File: src/rtl/param_sync_fifo.sv
// Parametrised single-clock FIFO with level, thresholds and registered read.
// Define SYNC_FIFO_ERR_FLAGS_EN to add sticky overflow/underflow flags.
module param_sync_fifo #(
    parameter int DATAWIDTH = 8,
    parameter int DEPTH     = 16,
    parameter int AF_THRESH = DEPTH - 2,
    parameter int AE_THRESH = 2
) (
    input  logic                 clk,
    input  logic                 rstn,
    input  logic                 wr_en,
    input  logic [DATAWIDTH-1:0] wr_data,
    output logic                 full,
    output logic                 almost_full,
    input  logic                 rd_en,
    output logic [DATAWIDTH-1:0] rd_data,
    output logic                 rd_valid,
    output logic                 empty,
    output logic                 almost_empty,
    output logic [$clog2(DEPTH+1)-1:0] level
`ifdef SYNC_FIFO_ERR_FLAGS_EN
    ,
    output logic                 overflow,
    output logic                 underflow
`endif
);

    localparam int ADDRW = (DEPTH <= 2) ? 1 : $clog2(DEPTH);
    localparam int LVLW  = $clog2(DEPTH + 1);

    localparam logic [LVLW-1:0]  DEPTH_L = LVLW'(DEPTH);
    localparam logic [LVLW-1:0]  AF_L    = LVLW'(AF_THRESH);
    localparam logic [LVLW-1:0]  AE_L    = LVLW'(AE_THRESH);
    localparam logic [ADDRW-1:0] LAST    = ADDRW'(DEPTH - 1);

    logic [DATAWIDTH-1:0] mem [DEPTH];
    logic [ADDRW-1:0]     wr_ptr;
    logic [ADDRW-1:0]     rd_ptr;
    logic [LVLW-1:0]      level_nxt;
    logic                 wr_acc;
    logic                 rd_acc;

    // Explicit wrap so non-power-of-two depths stay in range
    function automatic logic [ADDRW-1:0] ptr_inc(input logic [ADDRW-1:0] p);
        return (p == LAST) ? '0 : p + ADDRW'(1);
    endfunction

    assign full         = (level == DEPTH_L);
    assign empty        = (level == '0);
    assign almost_full  = (level >= AF_L);
    assign almost_empty = (level <= AE_L);

    assign wr_acc = rstn & wr_en & ~full;
    assign rd_acc = rstn & rd_en & ~empty;

    always_comb begin
        level_nxt = level;
        unique case (1'b1)
            (wr_acc & ~rd_acc): level_nxt = level + LVLW'(1);
            (rd_acc & ~wr_acc): level_nxt = level - LVLW'(1);
            default:            level_nxt = level;
        endcase
    end

    always_ff @(posedge clk) begin
        if (wr_acc) begin
            mem[wr_ptr] <= wr_data;
        end
    end

    always_ff @(posedge clk) begin
        if (!rstn) begin
            wr_ptr   <= '0;
            rd_ptr   <= '0;
            level    <= '0;
            rd_valid <= 1'b0;
            rd_data  <= '0;
        end else begin
            if (wr_acc) begin
                wr_ptr <= ptr_inc(wr_ptr);
            end
            if (rd_acc) begin
                rd_ptr  <= ptr_inc(rd_ptr);
                rd_data <= mem[rd_ptr];
            end
            rd_valid <= rd_acc;
            level    <= level_nxt;
        end
    end

`ifdef SYNC_FIFO_ERR_FLAGS_EN
    always_ff @(posedge clk) begin
        if (!rstn) begin
            overflow  <= 1'b0;
            underflow <= 1'b0;
        end else begin
            overflow  <= overflow  | (wr_en & full);
            underflow <= underflow | (rd_en & empty);
        end
    end
`endif

endmodule

File: config.mk
export PLATFORM = sky130hd
export DESIGN_NAME = param_sync_fifo
export DESIGN_NICKNAME = d
export VERILOG_FILES = /design/src/rtl/param_sync_fifo.sv
export SDC_FILE = /design/constraint.sdc
export NUM_CORES = 1
export LEC_CHECK = 0
export BUFFER_PORTS_ARGS = -buffer_cell sky130_fd_sc_hd__clkbuf_2
export CAP_MARGIN = 20
export CORE_MARGIN = 1
export CORE_UTILIZATION = 50
export CTS_CLUSTER_SIZE = 40
export DETAILED_ROUTE_END_ITERATION = 12
export HOLD_SLACK_MARGIN = 0.03
export PLACE_DENSITY_LB_ADDON = 0.3
export SYNTH_ARGS = -nofsm -noshare
export SYNTH_HDL_FRONTEND = slang
export SYNTH_SLANG_ARGS = --single-unit
File: constraint.sdc
create_clock -name clk -period 4.35 [get_ports clk]
set_clock_uncertainty 0.05 [all_clocks]
set_input_delay 0.2175 -clock clk [delete_from_list [all_inputs] [get_ports clk]]
set_output_delay 0.2175 -clock clk [all_outputs]
set_load 0.05 [all_outputs]
# Word level (Yosys, flattened, before mapping)
# Memory sizes are Yosys's and may differ from the RTL's. A register that Yosys moved wholly into a read port is not among the register bits.
# Index checks and enable logic that the tools add are counted.
[totals]
mem_count = 1
wordCells = 32
input_bits = 12
ram_bits = 128
reg_bits = 14
[mem_list]
columns = ["name", "words", "width", "rd", "rd_clocked_by_memory_dff", "write_ports", "line_no", "rtl"]
rows = [
  ["mem", 16, 8, 1, 1, 1, "36", "logic [DATAWIDTH-1:0] mem [DEPTH];"],
]
[classes]
reduce_logical = 3
n_bitwise = 10
mux = 5
n_lt_le_gt_ge = 2
n_eq_ne = 3
addsub = 4
[ops]
columns = ["operator", "count"]
rows = [
  ["$pmux W5 S2", 1],
  ["$add A4 B1 Y4 const B", 2],
  ["$eq A4 B4 Y1 const B", 2],
  ["$mux W4", 2],
  ["$and A1 B1 Y1", 6],
  ["$add A5 B1 Y5 const B", 1],
  ["$eq A5 B5 Y1 const B", 1],
  ["$ge A5 B4 Y1 const B", 1],
  ["$le A5 B2 Y1 const B", 1],
  ["$logic_not A5 Y1", 1],
  ["$sub A5 B1 Y5 const B", 1],
  ["$not A1 Y1", 4],
  ["$mux W1", 2],
  ["$reduce_bool A2 Y1", 1],
  ["$logic_not A1 Y1", 1],
]

# Longest topological paths before layout
[depth]
depth_word = 6
mapped_depth = 12

# Worst setup path after synthesis
# OpenSTA, ideal clock, no wires.
[synth_path]
kind = "flip-flop to output port"
start = "reg level[4]"
end = "out almost_empty"
t_arrival_ns = 3.110
t_required_ns = 4.083
path_stages_with_launch = 3
path_slack_ns = 0.973
path_cell_list = "dfxtp_1 -> clkbuf_1 -> a2111oi_0"
[synth_between]
elab_chain_cells = 1
[synth_rtl]
columns = ["element", "line_no", "rtl"]
rows = [
  ["start: declaration", "20", "output logic [$clog2(DEPTH+1)-1:0] level"],
  ["start signal: assignment", "87", "level <= level_nxt;"],
  ["$le A5 B2 Y1", "51", "assign almost_empty = (level <= AE_L);"],
  ["end: declaration", "19", "output logic almost_empty,"],
]
# Every way passes these cells.

# Worst setup path after layout
[layout_path]
start = "reg level[0]"
end = "reg level[4]"
[layout_between]
elab_chain_cells = 6
word_cells_on_any_way = 14
[layout_rtl]
columns = ["element", "line_no", "rtl"]
rows = [
  ["$logic_not A5 Y1 (*)", "49", "assign empty = (level == '0);"],
  ["$not A1 Y1 (*)", "54", "assign rd_acc = rstn & rd_en & ~empty;"],
  ["$and A1 B1 Y1 (*)", "54", ""],
  ["net rd_acc", "41", "logic rd_acc;"],
  ["$not A1 Y1", "59", "(wr_acc & ~rd_acc): level_nxt = level + LVLW'(1);"],
  ["$and A1 B1 Y1", "59", ""],
  ["$pmux W5 S2 or $reduce_bool A2 Y1 (tied branches)", "n/a", ""],
]
# Mark *: on every way through the listed nets, which the timed path passes. The rest lies on a longest branch.
# A chain may end at the register's enable or synchronous reset.

==> key figures <==
Run status
  • Outcome: completed

Power and ir drop
  • P_sw: 0.788 mW
  • Pwr per Cell Area: 483 nW/µm²
  • P_leak: 2.30 nW
  • Combinational power share: 9.5%
  • PnR Total Power: 3.36 mW
  • Clock share of power: 42.0%
  • Peak supply drop: 0.320 mV
  • Cell-internal power: 2.57 mW
  • Flop pwr share: 48.5%
  • Sw Share: 23.4%

Min path
  • Startpoint of the worst hold path: rd_en
  • Min-Delay Endpoint: rd_ptr[1]
  • Hold Path Class: input pin to flip-flop
  • Hold path cells: 4

Cells and area
  • Commonest non-fill, non-tap cells in the layout: edfxtp_1, mux2i_1, clkbuf_2, nor2_1, dfxtp_1
  • Diodes inserted: 0
  • Share of cells above drive strength 1: 18.7%
  • Sequential Area: 4290 µm²
  • Most common cell after layout, fill and taps aside: edfxtp_1
  • Final non-filler cell total: 575
  • Fillers: 869
  • Multi-input gate area: 1680 µm²
  • P&R area growth vs syn: 13.8%
  • Final Cell Area: 6960 µm²
  • Nets: 437

Die
  • Row count: 40
  • CORE AREA: 12000 µm²
  • Die Y: 113 µm
  • Die X: 113 µm
  • DIE AREA: 12700 µm²
  • Initial Utilization: 51.1%
  • I/O pin total: 30

Clock tree
  • Clock Latency Late Sink: 0.42 ns
  • Clk sinks: 150
  • Cts hold-fix bufs: 0
  • H-tree depth: 4
  • Clk slew on worst S/H paths: 0.06 ns
  • TritonCTS clock tree: yes
  • CTS buffer count: 17
  • Root buffer cell: clkbuf_16
  • Post-CTS setup repair buffer count: 0
  • Maximum root-to-sink buffer count: 2
  • Post-CTS sizing: 0

Yosys
  • #FFs+latches synth: 150
  • Post-synth top flop: edfxtp_1
  • Warnings from Yosys: 0
  • Cells after Synth: 380
  • Synth top area share: 62.8%
  • Post-synth top area cell: edfxtp_1
  • Sequential area share after synthesis: 70.0%
  • Cell Area, Synth: 6120 µm²
  • Synth unique cells: 45
  • Synth area leaders: edfxtp_1, dfxtp_1, mux2i_1, mux4_2, mux4_1
  • Average size of a mapped cell: 16.1 µm²
  • Post-synth ARST share: 0%
  • EDFF count, synth: 128
  • Mapped Nets: 402

STA
  • Slew Limit Fails: 0
  • Minimum clock period: 3.35 ns
  • Final period util: 77.0%
  • Hold Fails Final Rpt: 0
  • Fmax: 299 MHz
  • Worst hold margin: 0.127 ns
  • Slew Limit Headroom: 33.4%
  • Final setup vio count: 0
  • RSZ-0062 raised after global routing: false
  • Worst Tran Pin Value: 0.998 ns
  • Sum Neg Setup Slack: 0 ns

Critical path
  • Worst r2r src: level[0]
  • Reg2reg end: level[4]
  • CP peak stage delay: 0.57 ns
  • Worst path bufs/invs: 0
  • R2R cell count: 10
  • Crit Path Class: flip-flop to flip-flop
  • Crit. End Element: flip-flop
  • Cells along the critical path: or4_4, o21a_1, and2_1, ha_1, ha_1, nor2b_1, o21ai_0, a21oi_1, or3b_2, mux2i_1
  • Type of origin of the critical path: flip-flop
  • Worst path slowest cell: or4_4
  • Top cell by count, worst path: ha_1
  • Worst Path Arrival: 3.61 ns
  • CP Max Fanout: 21
  • Delay-heaviest family, CP: simple AND/OR/NAND/NOR gates
  • Critical Path RT: 4.61 ns
  • R2r setup slk: 1.00 ns

Route
  • Met2 Routed Length: 5940 µm
  • DRC viols: 0
  • Vias per cell: 5.77
  • Highest metal used: met4
  • Total routed wirelength: 12000 µm
  • Initial DRC count: 327
  • DR vias: 3320
  • Remaining antenna violation count after routing: 0
  • DR WL met3: 804 µm
  • Avg WL per Cell: 20.9 µm
  • DRT Pass-1 Iters: 4
  • Wl on met1: 5020 µm

Place
  • Placed Area: 6380 µm²
  • Port Buffers: 29
  • Placed cell count: 543
  • DP HPWL: 7430 µm
  • GP Congestion: 0.773

Global routing
  • First-pass GRT wire length: 18300 µm
  • Largest net degree at the start of global routing: 29
  • Grt ovf: 0
  • Initial antenna violation count: 0
  • Gr usage total: 20.5%
  • Vias in the first global route: 3236

Flow run
  • Max-Cap Viols: 0
==> how the worst max path moves through the flow <==
stage / startpoint / end / slack [ns] / cells after the start
6_report: level[0] / level[4] / 1.00 / 10
5_1_grt: level[0] / level[4] / 0.82 / 10
4_1_cts: level[0] / level[4] / 0.99 / 10
3_5_place_dp: level[0] / level[4] / 1.01 / 10
3_3_place_gp: level[0] / level[4] / 1.07 / 10
2_1_floorplan: level[4] / almost_empty / 0.97 / 2
==> cell families (layout without fill, tap and decap cells) <==
| logic type | Yosys count | after routing | share of synthesized area (%) |
|---|---|---|---|
| XOR/XNOR | 5 | 5 | 0.716 |
| buffers and inverters | 27 | 75 | 2.43 |
| AO/OA/AOI/OAI | 55 | 55 | 5.58 |
| multiplexers | 57 | 57 | 13.0 |
| adder cells (fa/ha/maj) | 10 | 10 | 2.17 |
| flip-flops | 150 | 150 | 70.0 |
| AND/OR/NAND/NOR | 76 | 76 | 6.03 |
==> cell type report <==
type	count	area share (%)
sequential	150	61.6
multi-input combinational	203	24.2
clock buffer	25	7.43
timing repair buffer	36	2.84
tap	147	2.64
clock inverter	7	0.935
inverter	7	0.378
==> stage by stage <==
| stage | util (%) | worst slack [ns] |
|---|---|---|
| floorplan | - | 0.973 |
| finish | 58.2 | 1.00 |
| global placement | 53.3 | 1.07 |
| detailed placement | 53.3 | 1.01 |
| global route | 58.2 | 0.822 |
| CTS | 58.2 | 0.992 |
==> registers in the layout (all words and copies together), names as in the netlist <==
signal / count
mem: 128
wr_ptr: 4
rd_valid: 1
rd_data: 8
rd_ptr: 4
level: 5
==> cell usage after synthesis (2+ instances only) <==
library cell	count
a21oi_1	13
a311oi_1	2
and2_1	9
buf_2	5
buf_4	3
buf_6	2
clkbuf_1	7
dfxtp_1	22
edfxtp_1	128
ha_1	9
inv_1	7
mux2i_1	41
mux4_1	7
mux4_2	9
nand2_1	17
nand2b_1	3
nand3_1	2
nor2_1	24
nor2b_1	2
nor3_1	12
o21a_1	2
o21ai_0	13
o22ai_1	16
xnor2_1	3
xor2_1	2
==> worst min-delay path: stages <==
cell      delay, ns
clkbuf_2       0.08
o21ai_1        0.11
nand2_1        0.09
a21boi_1       0.06
==> layer usage <==
metal	vias to the layer above	global-route usage, %
met3	20	5.18
met4	0	10.0
met2	100	32.3
met5	-	0
li1	1546	-
met1	1654	26.7
==> power groups by stage <==
| stage | clock [mW] | sequential [mW] | combinational (mW) |
|---|---|---|---|
| floorplan | 0 | 1.70 | 0.183 |
| global placement | 0 | 1.66 | 0.315 |
| detailed placement | 0 | 1.66 | 0.316 |
| CTS | 1.44 | 1.63 | 0.319 |
| global route | 1.49 | 1.63 | 0.342 |
| finish | 1.41 | 1.63 | 0.318 |
Note: power is estimated with default switching activity, not from simulation.
